$ cat src/rtl/stack_ctrl_pkg.sv
`default_nettype none
// +------------------------------------------------------------------+
// | stack_ctrl_pkg                                                    |
// | Shared data width and stack operation encodings.                  |
// | Rev 1.0                                                           |
// +------------------------------------------------------------------+
`ifndef WIDTH
`define WIDTH 16
`endif

package stack_ctrl_pkg;

    localparam int c_WIDTH = `WIDTH;

    typedef enum logic [1:0] {
        OP_NOP     = 2'b00,
        OP_PUSH    = 2'b01,
        OP_POP     = 2'b10,
        OP_REPLACE = 2'b11
    } op_e;

endpackage
`default_nettype wire

$ cat src/rtl/stack_ctrl_if.sv
`default_nettype none
// +------------------------------------------------------------------+
// | stack_ctrl_if                                                     |
// | Operation request and stack status bundle for stack_ctrl.         |
// | Rev 1.0                                                           |
// +------------------------------------------------------------------+
interface stack_ctrl_if #(
    parameter int DEPTH = 4
);
    import stack_ctrl_pkg::*;

    logic               op_valid;
    logic               op_ready;
    op_e                op;
    logic [c_WIDTH-1:0] op_data;
    logic               flush;
    logic               clr_err;
    logic [c_WIDTH-1:0] tos;
    logic [c_WIDTH-1:0] nos;
    logic [DEPTH:0]     count;
    logic               empty;
    logic               full;
    logic               overflow;
    logic               underflow;

    modport master (
        output op_valid, op, op_data, flush, clr_err,
        input  op_ready, tos, nos, count, empty, full, overflow, underflow
    );

    modport slave (
        input  op_valid, op, op_data, flush, clr_err,
        output op_ready, tos, nos, count, empty, full, overflow, underflow
    );

endinterface
`default_nettype wire

$ cat src/rtl/stack_ctrl_stack.sv
`default_nettype none
// +------------------------------------------------------------------+
// | stack_ctrl_stack                                                  |
// | Entry storage below TOS: one sync write port, async read port.    |
// | Rev 1.0                                                           |
// +------------------------------------------------------------------+
module stack_ctrl_stack
    import stack_ctrl_pkg::*;
#(
    parameter int DEPTH = 4
) (
    input  wire logic               clk,
    input  wire logic               i_we,
    input  wire logic [DEPTH-1:0]   i_waddr,
    input  wire logic [c_WIDTH-1:0] i_wdata,
    input  wire logic [DEPTH-1:0]   i_raddr,
    output logic      [c_WIDTH-1:0] o_rdata
);

    logic [c_WIDTH-1:0] r_mem [2**DEPTH];

    always_ff @(posedge clk) begin
        if (i_we) begin
            r_mem[i_waddr] <= i_wdata;
        end
    end

    assign o_rdata = r_mem[i_raddr];

endmodule
`default_nettype wire

$ cat src/rtl/stack_ctrl.sv
`default_nettype none
// +------------------------------------------------------------------+
// | stack_ctrl                                                        |
// | Registered-TOS stack with memory scrub on reset and flush.        |
// | Rev 1.0                                                           |
// +------------------------------------------------------------------+
module stack_ctrl
    import stack_ctrl_pkg::*;
#(
    parameter int DEPTH = 4
) (
    input wire logic   clk,
    input wire logic   reset,
    stack_ctrl_if.slave bus
);

    localparam logic [0:0]       c_S_INIT   = 1'b0;
    localparam logic [0:0]       c_S_RUN    = 1'b1;
    localparam logic [DEPTH:0]   c_CNT_FULL = (DEPTH+1)'(2**DEPTH + 1);
    localparam logic [DEPTH:0]   c_CNT_ONE  = (DEPTH+1)'(1);
    localparam logic [DEPTH:0]   c_CNT_TWO  = (DEPTH+1)'(2);
    localparam logic [DEPTH-1:0] c_PTR_ONE  = DEPTH'(1);

    logic [0:0]         r_state,  w_state_nxt;
    logic [DEPTH-1:0]   r_scrub,  w_scrub_nxt;
    logic [DEPTH-1:0]   r_sp,     w_sp_nxt;
    logic [DEPTH:0]     r_count,  w_count_nxt;
    logic [c_WIDTH-1:0] r_tos,    w_tos_nxt;
    logic               r_ovf,    w_ovf_nxt;
    logic               r_unf,    w_unf_nxt;

    logic               w_accept;
    logic               w_ovf_ev;
    logic               w_unf_ev;
    logic               w_mem_we;
    logic [DEPTH-1:0]   w_mem_waddr;
    logic [c_WIDTH-1:0] w_mem_wdata;
    logic [c_WIDTH-1:0] w_mem_rdata;

    assign bus.op_ready = (r_state == c_S_RUN) && !bus.flush;
    assign w_accept     = bus.op_valid && bus.op_ready;

    always_ff @(posedge clk) begin
        if (reset) begin
            r_state <= c_S_INIT;
            r_scrub <= '0;
            r_sp    <= '1;
            r_count <= '0;
            r_tos   <= '0;
            r_ovf   <= 1'b0;
            r_unf   <= 1'b0;
        end else begin
            r_state <= w_state_nxt;
            r_scrub <= w_scrub_nxt;
            r_sp    <= w_sp_nxt;
            r_count <= w_count_nxt;
            r_tos   <= w_tos_nxt;
            r_ovf   <= w_ovf_nxt;
            r_unf   <= w_unf_nxt;
        end
    end

    always_comb begin
        w_state_nxt = r_state;
        w_scrub_nxt = r_scrub;
        w_sp_nxt    = r_sp;
        w_count_nxt = r_count;
        w_tos_nxt   = r_tos;
        w_ovf_ev    = 1'b0;
        w_unf_ev    = 1'b0;
        w_mem_we    = 1'b0;
        w_mem_waddr = r_sp;
        w_mem_wdata = '0;

        if (r_state == c_S_INIT) begin
            // Scrub owns the write port for the whole INIT phase.
            w_mem_we    = 1'b1;
            w_mem_waddr = r_scrub;
            if (bus.flush) begin
                w_scrub_nxt = '0;
            end else if (r_scrub == '1) begin
                w_scrub_nxt = '0;
                w_state_nxt = c_S_RUN;
            end else begin
                w_scrub_nxt = r_scrub + c_PTR_ONE;
            end
        end else if (bus.flush) begin
            w_state_nxt = c_S_INIT;
            w_scrub_nxt = '0;
            w_sp_nxt    = '1;
            w_count_nxt = '0;
            w_tos_nxt   = '0;
        end else if (w_accept) begin
            case (bus.op)
                OP_PUSH: begin
                    if (r_count == c_CNT_FULL) begin
                        w_ovf_ev = 1'b1;
                    end else begin
                        // Old TOS spills to memory only if it held a live value.
                        if (r_count != '0) begin
                            w_mem_we    = 1'b1;
                            w_mem_waddr = r_sp + c_PTR_ONE;
                            w_mem_wdata = r_tos;
                            w_sp_nxt    = r_sp + c_PTR_ONE;
                        end
                        w_tos_nxt   = bus.op_data;
                        w_count_nxt = r_count + c_CNT_ONE;
                    end
                end
                OP_POP: begin
                    if (r_count == '0) begin
                        w_unf_ev = 1'b1;
                    end else if (r_count == c_CNT_ONE) begin
                        w_tos_nxt   = '0;
                        w_count_nxt = '0;
                    end else begin
                        w_tos_nxt   = w_mem_rdata;
                        w_mem_we    = 1'b1;
                        w_mem_waddr = r_sp;
                        w_sp_nxt    = r_sp - c_PTR_ONE;
                        w_count_nxt = r_count - c_CNT_ONE;
                    end
                end
                OP_REPLACE: begin
                    w_tos_nxt = bus.op_data;
                    if (r_count == '0) begin
                        w_count_nxt = c_CNT_ONE;
                    end
                end
                default: ;
            endcase
        end

        // A fresh error event wins over a same-cycle clear.
        w_ovf_nxt = (r_ovf && !bus.clr_err) || w_ovf_ev;
        w_unf_nxt = (r_unf && !bus.clr_err) || w_unf_ev;
    end

    stack_ctrl_stack #(
        .DEPTH (DEPTH)
    ) u_stack (
        .clk     (clk),
        .i_we    (w_mem_we),
        .i_waddr (w_mem_waddr),
        .i_wdata (w_mem_wdata),
        .i_raddr (r_sp),
        .o_rdata (w_mem_rdata)
    );

    assign bus.tos       = r_tos;
    assign bus.nos       = (r_count >= c_CNT_TWO) ? w_mem_rdata : '0;
    assign bus.count     = r_count;
    assign bus.empty     = (r_count == '0);
    assign bus.full      = (r_count == c_CNT_FULL);
    assign bus.overflow  = r_ovf;
    assign bus.underflow = r_unf;

endmodule
`default_nettype wire

$ cat src/flat_wrapper.sv
// flat-port wrapper written by rule: the top's interface ports become plain ports
module stack_ctrl_flat import stack_ctrl_pkg::*;
#(
    parameter int DEPTH = 4
)
  (clk, reset, bus_op_valid, bus_op, bus_op_data, bus_flush, bus_clr_err, bus_op_ready, bus_tos, bus_nos, bus_count, bus_empty, bus_full, bus_overflow, bus_underflow);
  stack_ctrl_if #(.DEPTH(DEPTH)) bus_i ();
  input wire logic clk;
  input wire logic reset;
  input wire logic [$bits(bus_i.op_valid)-1:0] bus_op_valid;
  input wire logic [$bits(bus_i.op)-1:0] bus_op;
  input wire logic [$bits(bus_i.op_data)-1:0] bus_op_data;
  input wire logic [$bits(bus_i.flush)-1:0] bus_flush;
  input wire logic [$bits(bus_i.clr_err)-1:0] bus_clr_err;
  output wire logic [$bits(bus_i.op_ready)-1:0] bus_op_ready;
  output wire logic [$bits(bus_i.tos)-1:0] bus_tos;
  output wire logic [$bits(bus_i.nos)-1:0] bus_nos;
  output wire logic [$bits(bus_i.count)-1:0] bus_count;
  output wire logic [$bits(bus_i.empty)-1:0] bus_empty;
  output wire logic [$bits(bus_i.full)-1:0] bus_full;
  output wire logic [$bits(bus_i.overflow)-1:0] bus_overflow;
  output wire logic [$bits(bus_i.underflow)-1:0] bus_underflow;
  assign bus_i.op_valid = bus_op_valid;
  assign bus_i.op = bus_op;
  assign bus_i.op_data = bus_op_data;
  assign bus_i.flush = bus_flush;
  assign bus_i.clr_err = bus_clr_err;
  assign bus_op_ready = bus_i.op_ready;
  assign bus_tos = bus_i.tos;
  assign bus_nos = bus_i.nos;
  assign bus_count = bus_i.count;
  assign bus_empty = bus_i.empty;
  assign bus_full = bus_i.full;
  assign bus_overflow = bus_i.overflow;
  assign bus_underflow = bus_i.underflow;
  stack_ctrl #(.DEPTH(DEPTH)) u_core (.clk(clk), .reset(reset), .bus(bus_i));
endmodule
$ cat config.mk
export PLATFORM = sky130hd
export DESIGN_NAME = stack_ctrl_flat
export DESIGN_NICKNAME = d
export VERILOG_FILES = /design/src/rtl/stack_ctrl_pkg.sv /design/src/rtl/stack_ctrl_if.sv /design/src/rtl/stack_ctrl_stack.sv /design/src/rtl/stack_ctrl.sv /design/src/flat_wrapper.sv
export SDC_FILE = /design/constraint.sdc
export NUM_CORES = 1
export LEC_CHECK = 0
export ABC_AREA = 1
export CORE_MARGIN = 5
export CORE_UTILIZATION = 60
export CTS_CLUSTER_DIAMETER = 120
export DETAILED_ROUTE_END_ITERATION = 10
export MAX_ROUTING_LAYER = met4
export PLACE_DENSITY = 0.79
export SLEW_MARGIN = 20
export SYNTH_ARGS = -nofsm -noshare
export SYNTH_HDL_FRONTEND = slang
export SYNTH_SLANG_ARGS = --single-unit
$ cat constraint.sdc
create_clock -name clk -period 4.04 [get_ports clk]
set_clock_uncertainty 0.2 [all_clocks]
set_input_delay 0.808 -clock clk [delete_from_list [all_inputs] [get_ports clk]]
set_output_delay 0.808 -clock clk [all_outputs]
set_load 0.02 [all_outputs]
== Word-level counts from Yosys, hierarchy flattened ==
Memory sizes are Yosys's and may differ from the RTL's. A register that Yosys moved wholly into a read port is not among the register bits.
Index checks and enable logic that the tools add are counted.

* Magnitude comparators: 1
* Muxes and demuxes: 61
* Reduce and logical (&&, ||, !) cells: 16
* Equality and inequality tests: 11
* Add/sub/neg operators: 5

{| class="wikitable"
|+ Operators with widths
! operator !! number
|-
| two-way mux 16 bit || 12
|-
| two-way mux 4 bit || 16
|-
| one-hot mux 16 bit (3 select lines) || 1
|-
| two-way mux 5 bit || 6
|-
| two-way mux 1 bit || 23
|-
| one-hot mux 5 bit (3 select lines) || 1
|-
| inequality test 3 bit, second input constant || 4
|-
| AND reduction 5 bit || 2
|-
| adder 4 x 1 -> 4 bit, second input constant || 2
|-
| one-hot mux 4 bit (2 select lines) || 1
|-
| AND reduction 6 bit || 1
|-
| adder 5 x 1 -> 5 bit, second input constant || 1
|-
| == test 5 x 1 -> 1 bit, second input constant || 1
|-
| == test 5 bit, second input constant || 1
|-
| >= comparator 5 x 2 -> 1 bit, second input constant || 1
|-
| logical NOT 5 bit || 1
|-
| nonzero test 5 bit || 1
|-
| subtractor 5 x 1 -> 5 bit, second input constant || 1
|-
| == test 2 bit, second input constant || 2
|-
| == test 4 bit, second input constant || 1
|-
| logical AND 1 bit || 4
|-
| nonzero test 4 bit || 1
|-
| subtractor 4 x 1 -> 4 bit, second input constant || 1
|-
| nonzero test 3 bit || 1
|-
| other kinds (6) || 8
|}

* Memories kept: 1
* Output and inout bits: 42
* Flip-flop bits (word level): 32
* Input port bits: 23
* Logic and storage cells: 102
* RAM bits: 256

{| class="wikitable"
|+ Memories
! memory !! words !! bits a word !! read ports !! clocked after Yosys merged registers in !! wr ports !! line !! source
|-
| u_core.u_stack.r_mem || 16 || 16 || 1 || 1 || 1 || stack_ctrl_stack.sv:20 || <nowiki>logic [c_WIDTH-1:0] r_mem [2**DEPTH];</nowiki>
|}

== Logic depth before layout (Yosys ltp) ==
Gate-level depths: netlist of run 1.

* Depth after elaboration: 9
* Gate-level depth with buffers: 13
* Mapped depth without buffers: 13

== Cells and area by module ==
From an unflattened synthesis of run 1, not the netlist that was laid out.

* Cells, all modules: 1501
* Area total of the unflattened synthesis: 13555.5 um2

{| class="wikitable"
|+ Modules (own cells, without submodules)
! module !! cells each !! sequential area each (um2) !! instances !! area an instance (um2)
|-
| stack_ctrl_stack || 1058 || 7687.4 || 1 || 11060.6
|-
| stack_ctrl || 443 || 640.6 || 1 || 2494.9
|}

== Worst setup path after synthesis of run 1 ==
No wires, ideal clock.

* Kind: input to register
* Start point: in bus_flush
* End point: mem u_core.u_stack.r_mem[13][0] (netlist bit), enable pin
* Data arrival time: 2.534 ns
* Setup time: 0.388 ns
* Buffers on the path: 1
* Path slack: 0.917 ns
* Stages on the path: 12
* Required time: 3.452 ns
* Cells stage by stage: inv_2 > nand2_2 > inv_4 > nand2_4 > inv_2 > nand2_2 > inv_2 > buf_6 > nand3_2 > a21oi_2 > nand2_2 > nor2_1

* Longest elaborated chain between the ends: 8
* Elaborated cells between the ends (all ways): 11
* Those cells by class: mux (8); reduce/logical (3)

{| class="wikitable"
|+ Ends and longest elaborated chain
! element !! line !! source
|-
| start, declared || flat_wrapper.sv:13 || <nowiki>input wire logic [$bits(bus_i.flush)-1:0] bus_flush;</nowiki>
|-
| logical NOT 1 bit (*) || stack_ctrl.sv:40 || <nowiki>assign bus.op_ready = (r_state == c_S_RUN) && !bus.flush;</nowiki>
|-
| logical AND 1 bit (*) || stack_ctrl.sv:40 ||
|-
| via bus_op_ready || flat_wrapper.sv:15 || <nowiki>output wire logic [$bits(bus_i.op_ready)-1:0] bus_op_ready;</nowiki>
|-
| logical AND 1 bit (*) || stack_ctrl.sv:41 || <nowiki>assign w_accept = bus.op_valid && bus.op_ready;</nowiki>
|-
| two-way mux 1 bit || stack_ctrl.sv:93 || <nowiki>end else if (w_accept) begin</nowiki>
|-
| two-way mux 1 bit || stack_ctrl.sv:87 || <nowiki>end else if (bus.flush) begin</nowiki>
|-
| two-way mux 1 bit || stack_ctrl.sv:75 || <nowiki>if (r_state == c_S_INIT) begin</nowiki>
|-
| two-way mux 1 bit || stack_ctrl_stack.sv:23 || <nowiki>if (i_we) begin</nowiki>
|-
| two-way mux 1 bit (not written as such) || stack_ctrl_stack.sv:24 || <nowiki>r_mem[i_waddr] <= i_wdata;</nowiki>
|-
| end, declared || stack_ctrl_stack.sv:20 ||
|}

Mark *: on every way through the listed nets, which the timed path passes. The rest lies on a longest branch.

==> results of run 1 <==
-- worst min-delay path by stage --
stage / start / endpoint / depth (start not counted)
2_1_floorplan: u_core.r_scrub[1]$_SDFFE_PP0P_ / u_core.r_scrub[1]$_SDFFE_PP0P_ / 2
3_3_place_gp: u_core.bus.tos[0]$_SDFFE_PP0P_ / u_core.bus.tos[0]$_SDFFE_PP0P_ / 2
3_5_place_dp: u_core.bus.tos[12]$_SDFFE_PP0P_ / u_core.bus.tos[12]$_SDFFE_PP0P_ / 2
4_1_cts: u_core.bus.tos[12]$_SDFFE_PP0P_ / u_core.bus.tos[12]$_SDFFE_PP0P_ / 2
5_1_grt: u_core.bus.tos[11]$_SDFFE_PP0P_ / u_core.bus.tos[11]$_SDFFE_PP0P_ / 2
6_report: u_core.bus.tos[12]$_SDFFE_PP0P_ / u_core.bus.tos[12]$_SDFFE_PP0P_ / 2
-- state kept, by name, indices dropped and copies added (netlist names), named ones only --
name,flops
u_core.r_scrub,4
u_core.u_stack.r_mem,256
u_core.r_sp,4
u_core.bus.count,5
u_core.bus.underflow,1
u_core.bus.tos,16
u_core.bus.overflow,1
u_core.r_state,1
-- per-stage QoR --
stage / setup TNS, ns / worst slack (ns) / util (%) / cells
after floorplan: 0 / 0.917 / - / 1431
after global placement: 0 / 0.414 / 66.9 / 1762
after detailed placement: 0 / 0.322 / 66.9 / 1762
after CTS: 0 / 0.0270 / 71.4 / 1816
after global routing: -0.0155 / -0.0155 / 71.6 / 1819
final: 0 / 0.109 / 71.6 / 1819
-- layout make-up --
cell class	instances	share of cell area, %
multi-input cells	842	25.1
well taps	280	2.23
repair buffers	119	7.33
clock inverters	18	1.02
repair inverters	1	0.0477
clock buffers	36	5.18
flip-flops and latches	292	53.5
inverters	231	5.58
-- kinds of logic after synthesis --
logic type | after synthesis | synth area share, %
flip-flops | 292 | 62.4
AND/OR/NAND/NOR | 750 | 24.1
AO/OA/AOI/OAI | 73 | 3.27
buffers and inverters | 297 | 8.74
XOR/XNOR | 8 | 0.520
adder cells (fa/ha/maj) | 11 | 1.02
-- power by group through the flow --
stage,Sequential [mW],Combinational (mW),Clock [mW]
4_1_cts,3.26,0.110,2.73
2_1_floorplan,3.33,0.0552,0
3_3_place_gp,3.33,0.107,0
5_1_grt,3.26,0.122,2.86
6_report,3.26,0.112,2.71
3_5_place_dp,3.33,0.109,0
-- routing by layer --
layer / up-vias / routed length [um] / global-route usage (%)
li1: 4791 / - / -
met1: 4724 / 13600 / 36.5
met2: 640 / 16900 / 44.1
met3: 99 / 3770 / 4.79
met4: 0 / 1410 / 9.97
met5: - / 0 / -
-- cells in the final DEF (no fill, tap or decap), types with 3 or more instances in the layout --
cell	count
sky130_fd_sc_hd__a21oi_1	45
sky130_fd_sc_hd__a21oi_2	5
sky130_fd_sc_hd__buf_12	7
sky130_fd_sc_hd__buf_4	45
sky130_fd_sc_hd__buf_6	3
sky130_fd_sc_hd__clkbuf_1	3
sky130_fd_sc_hd__clkbuf_16	31
sky130_fd_sc_hd__clkdlybuf4s50_1	64
sky130_fd_sc_hd__clkinv_1	5
sky130_fd_sc_hd__clkinv_2	9
sky130_fd_sc_hd__clkinvlp_4	4
sky130_fd_sc_hd__dfxtp_1	34
sky130_fd_sc_hd__edfxtp_1	256
sky130_fd_sc_hd__ha_1	11
sky130_fd_sc_hd__inv_1	219
sky130_fd_sc_hd__inv_2	7
sky130_fd_sc_hd__nand2_1	464
sky130_fd_sc_hd__nand2_2	8
sky130_fd_sc_hd__nand3_1	208
sky130_fd_sc_hd__nand3_2	10
sky130_fd_sc_hd__nor2_1	31
sky130_fd_sc_hd__nor2_2	16
sky130_fd_sc_hd__nor2_4	3
sky130_fd_sc_hd__o21ai_0	5
sky130_fd_sc_hd__o21ai_1	3
sky130_fd_sc_hd__o22ai_1	3
sky130_fd_sc_hd__xor2_1	6
-- worst reg2reg max path, delay by kind of cell, from the launching register on --
family	cells	cell delay, ns
AND/OR/NAND/NOR	7	1.10
flip-flops	1	0.49
buffers and inverters	3	0.45
AO/OA/AOI/OAI	1	0.28
adder cells (fa/ha/maj)	1	0.23
-- timing repair --
item	in CTS	in global routing
gates resized for setup	3	6
setup buffers	0	2
setup endpoints to repair	5	16
hold buffers	0	0
cloned	0	1
==> metrics, run 1 <==
top post-synthesis cells by area=sky130_fd_sc_hd__edfxtp_1 (57%), sky130_fd_sc_hd__nand2_1 (13%), sky130_fd_sc_hd__nand3_1 (7.7%); count of unresolved DRC violations after routing=0; count of vias placed by the detailed router=10300; predominant post-synthesis flop cell=sky130_fd_sc_hd__edfxtp_1; buffers plus inverters on the worst setup path=2; setup slack on the worst flop-to-flop path=roughly 1.0 ns; number of antenna violations at the first check in global routing=0; share of flip-flops with an asynchronous set or reset=0%; core outline area=22000 um2; grt ovf=0; worst setup path endpoint=bus_nos[11]; via count normalized by instance count=5.64; CP Max Fanout=55; switching power as a share of total power=20.1%; net count of the mapped netlist=1465; cell area after synthesis=13500 um2; R2R Path Start=u_core.bus.count[1]$_SDFFE_PP0P_; number of nets with antenna violations after detailed routing=0; min cycle time layout=3.93 ns; multi-input logic area=3950 um2; count of synthesis-stage warnings from yosys=0; Post-synth EDFFs=256; type of origin of the critical path=flop; endpoints failing hold=0; register share of total power=between 50% and 60%; Worst path depth=8; class of the most critical hold timing path=flop to flop; result of the run=finished clean; sequential area share after synthesis=between 60% and 70%; layout overhead on the synthesized area=16.7%; share of post-route cells with drive strength above 1=~11%; synthesized netlist cell count=1431; clock root buffer=sky130_fd_sc_hd__clkbuf_16; Slowest Stage Delay on Critical Path=about 0.65 ns; relative contribution of combinational cells to total power=1.8%; final weighted congestion in routability-driven placement=0.955; final net count=1550; Critical Path RT=a little over 3 ns; Storage cell area=8410 um2; flip-flop and latch count after synthesis=292; worst hold slack=between 0.2 and 0.3 ns; type of element capturing the critical path=output port; arrival time worst endpoint=2.92 ns; area of all placed cells without fillers=15700 um2; drt initial violations=between 1000 and 1500; Power per Cell Area=387 nW/um2; total routed wirelength=about 36000 um; end of the worst register-to-register path=u_core.u_stack.r_mem[11][5]$_DFFE_PP_; die span in x=160 um; average instance area after synthesis=about 9.4 um2; internal portion of total power=4.86 mW; pin slew with the least headroom to its limit=0.590 ns; post-detailed-route wirelength per cell=19.6 um; initial standard-cell utilization of the core=61.4%; area of placed instances=between 10000 and 15000 um2; count of endpoints failing setup in the final report=0; Clock Latency Late Sink=0.57 ns; total count of max-transition violations in the final report=0; number of port buffers=64; number of placed I/O pins=65; reported max-cap violation count=0; first drt pass iteration count=6; total net switching power=1.22 mW; GRT Util Overall=27.8%; cell mode on critical path=sky130_fd_sc_hd__nand2_1; cell class contributing the biggest share of worst-path delay=buffers and inverters; post-CTS clock slew at the launch and capture registers of the worst setup and hold paths=0.06 ns; Tot Pwr=6.09 mW; most repeated cell in the gate-level netlist after synthesis=sky130_fd_sc_hd__nand2_1; maximum VDD drop=around 0.00037 V; detailed-placement wirelength estimate=23100 um; headroom to the max-slew limit=60.4%; clock power share=44.6%; dominant cell type by area after synthesis=sky130_fd_sc_hd__edfxtp_1; chip height=around 160 um; top post-synthesis cells by count=sky130_fd_sc_hd__nand2_1 (464), sky130_fd_sc_hd__edfxtp_1 (256), sky130_fd_sc_hd__inv_1 (221); global-route wire length before repair=54100 um; deepest clock path buffer count=3; final critical-path share of the clock period=97.3%; CTS sink count=between 200 and 300; Rows=54; ant diodes=0; largest net degree at the start of global routing=65; startpoint-to-endpoint class of the critical path=flop to output port; vias in the first global route=around 10000; Cell Chain, Critical Path=buf_6, nand2_1, nand2_1, nand2_1, nand3_1, nand3_1, a21oi_1, clkdlybuf4s50_1; total of fill cells in the finished design=1476; clock buffers created by TritonCTS=29; number of distinct library cells after synthesis=41; Die Footprint=25600 um2; number of cells on the worst reg-to-reg path=12; area share of the largest cell type after synthesis=57.0%; cell leakage power=6.56 nW; slowest stage cell, crit path=sky130_fd_sc_hd__clkdlybuf4s50_1; CTS tree=built; htree depth=1; maximum operating frequency=~250 MHz
(Power assumes the default switching activity.)
==> inputs of run 2 (changes only) <==
==> constraint.sdc (replaced) <==
create_clock -name clk -period 4.1 [get_ports clk]
set_clock_uncertainty 0.2 [all_clocks]
set_input_delay 0.82 -clock clk [delete_from_list [all_inputs] [get_ports clk]]
set_output_delay 0.82 -clock clk [all_outputs]
set_load 0.02 [all_outputs]
==> run 2 against run 1 <==
Effect of this change: non-clock buffer count decreased by 2; combinational power about the same; count of clock-buffer cells in the layout increased by 2; worst hold slack improved by 0.0020 ns; core utilization decreased by 0.36 points; clock power decreased by 5%; final cell count decreased by 0.33%; final area decreased by 0.50%; first-iteration DRC count decreased by 6.7%; critical endpoint is now bus_nos[2].
==> metrics, run 2 (synthesis gave the netlist of run 1 again) <==
result of the run=finished clean; headroom to the max-slew limit=51.4%; startpoint-to-endpoint class of the critical path=flop to output port; grt ovf=0; largest net degree at the start of global routing=129; initial standard-cell utilization of the core=61.4%; Power per Cell Area=377 nW/um2; ant diodes=0; min cycle time layout=3.94 ns; Critical Path RT=a little over 3 ns; Clock Latency Late Sink=around 0.56 ns; clock power share=43.6%; share of post-route cells with drive strength above 1=about a tenth; end of the worst register-to-register path=u_core.u_stack.r_mem[10][4]$_DFFE_PP_; number of placed I/O pins=between 60 and 70; register share of total power=between 50% and 60%; met1 wire length=14300 um; most common library cell in the layout ignoring fill and taps=sky130_fd_sc_hd__nand2_1; layout overhead on the synthesized area=16.1%; final net count=1547; CTS sink count=292; type of element capturing the critical path=output port; final critical-path share of the clock period=96.1%; setup repair after global routing missed its margin=no; count of vias placed by the detailed router=10200; reported max-cap violation count=0; internal portion of total power=4.73 mW; maximum VDD drop=0.000345 V; chip height=160 um; core outline area=22000 um2; vias in the first global route=9672; type of origin of the critical path=flop; clock buffers created by TritonCTS=29; Routed met3 length=4170 um; htree depth=1; cell leakage power=6.56 nW; clock root buffer=sky130_fd_sc_hd__clkbuf_16; count of unresolved DRC violations after routing=0; class of the most critical hold timing path=flop to flop; global-route wire length before repair=54200 um; relative contribution of combinational cells to total power=around 1.9%; endpoints failing hold=0; Setup TNS=0 ns; Cell Chain, Critical Path=inv_4, buf_4, nand2_1, nand2_1, nand2_1, nand3_1, nand3_1, a21oi_1, clkdlybuf4s50_1; post-CTS clock slew at the launch and capture registers of the worst setup and hold paths=around 0.060 ns; highest metal layer with signal wires=met4; total routed wirelength=36100 um; drt initial violations=1065; total count of max-transition violations in the final report=0; final weighted congestion in routability-driven placement=approximately 1; cell mode on critical path=sky130_fd_sc_hd__nand2_1; maximum operating frequency=between 200 and 300 MHz; switching power as a share of total power=slightly below 20%; total net switching power=1.17 mW; post-detailed-route wirelength per cell=19.9 um; die span in x=160 um; count of endpoints failing setup in the final report=0; via count normalized by instance count=roughly 5.6; deepest clock path buffer count=3; area of all placed cells without fillers=approximately 16000 um2; number of cells on the worst reg-to-reg path=12; area of placed instances=14700 um2; met2 wire len=16400 um; most frequent cells in the layout=sky130_fd_sc_hd__nand2_1 (464), sky130_fd_sc_hd__edfxtp_1 (256), sky130_fd_sc_hd__inv_1 (219); Largest register FFs=256; arrival time worst endpoint=roughly 3 ns; GRT Util Overall=28.3%; R2R Path Start=u_core.bus.count[1]$_SDFFE_PP0P_; register with the most flip-flops=u_core.u_stack.r_mem; Rows=between 50 and 60; CP Max Fanout=30; first drt pass iteration count=5; CTS tree=built; pin slew with the least headroom to its limit=0.728 ns; Die Footprint=25600 um2; number of nets with antenna violations after detailed routing=0; number of antenna violations at the first check in global routing=0; setup slack on the worst flop-to-flop path=roughly 1.0 ns; detailed-placement wirelength estimate=23400 um; slowest stage cell, crit path=sky130_fd_sc_hd__clkdlybuf4s50_1; Slowest Stage Delay on Critical Path=0.64 ns; number of port buffers=64; worst setup path endpoint=bus_nos[2]
## run 2: power by group through the flow
| stage | Clock [mW] | Sequential, mW | Combinational [mW] |
|---|---|---|---|
| 2_1_floorplan | 0 | 3.28 | 0.0544 |
| 3_3_place_gp | 0 | 3.28 | 0.107 |
| 3_5_place_dp | 0 | 3.28 | 0.109 |
| 4_1_cts | 2.59 | 3.22 | 0.110 |
| 5_1_grt | 2.72 | 3.21 | 0.120 |
| 6_report | 2.57 | 3.22 | 0.112 |
## run 2: layer usage
metal	vias up	track usage (%)
li1	4780	-
met1	4736	37.0
met2	565	43.0
met3	87	7.65
met4	0	10.2
met5	-	-
## run 2: metrics by stage
stage                     total power, mW  hold slack (ns)  util [%]  setup slack [ns]  std cells
after floorplan                      3.33            0.265         -             0.965       1431
after global placement               3.38            0.270      66.9             0.440       1761
after detailed placement             3.39            0.280      66.9             0.381       1761
after CTS                            5.91            0.287      71.1            0.0870       1812
after global routing                 6.06            0.316      71.3            0.0320       1813
final                                5.90            0.285      71.3             0.162       1813
## run 2: final cells by class
type	count	area [um2]
Sequential cell	292	8410
Clock inverter	13	126
Inverter	231	872
Multi-Input combinational cell	842	3950
Clock buffer	38	790
Fill cell	1549	6310
Timing Repair Buffer	117	1150
Tap cell	280	350
## run 2: worst min path at each step
| stage | from | end | slack [ns] | depth (start not counted) |
|---|---|---|---|---|
| detailed placement | u_core.bus.tos[6]$_SDFFE_PP0P_ | u_core.bus.tos[6]$_SDFFE_PP0P_ | 0.28 | 2 |
| global placement | u_core.bus.tos[0]$_SDFFE_PP0P_ | u_core.bus.tos[0]$_SDFFE_PP0P_ | 0.27 | 2 |
| CTS | u_core.bus.tos[14]$_SDFFE_PP0P_ | u_core.bus.tos[14]$_SDFFE_PP0P_ | 0.29 | 2 |
| finish | u_core.bus.tos[6]$_SDFFE_PP0P_ | u_core.bus.tos[6]$_SDFFE_PP0P_ | 0.29 | 2 |
| global route | u_core.bus.tos[6]$_SDFFE_PP0P_ | u_core.bus.tos[6]$_SDFFE_PP0P_ | 0.32 | 2 |
| floorplan | u_core.r_scrub[1]$_SDFFE_PP0P_ | u_core.r_scrub[1]$_SDFFE_PP0P_ | 0.26 | 2 |
## run 2: critical path, delay by kind of cell, from the launching register on
kind | cells | cell delay [ns]
flip-flops | 1 | 0.39
buffers and inverters | 3 | 1.21
AND/OR/NAND/NOR | 5 | 0.49
AO/OA/AOI/OAI | 1 | 0.24
## run 2: what timing repair did
action	4_1_cts	5_1_grt
gates resized for setup	0	4
hold buffers	0	0
setup buffers	0	0
setup endpoints to repair	0	5
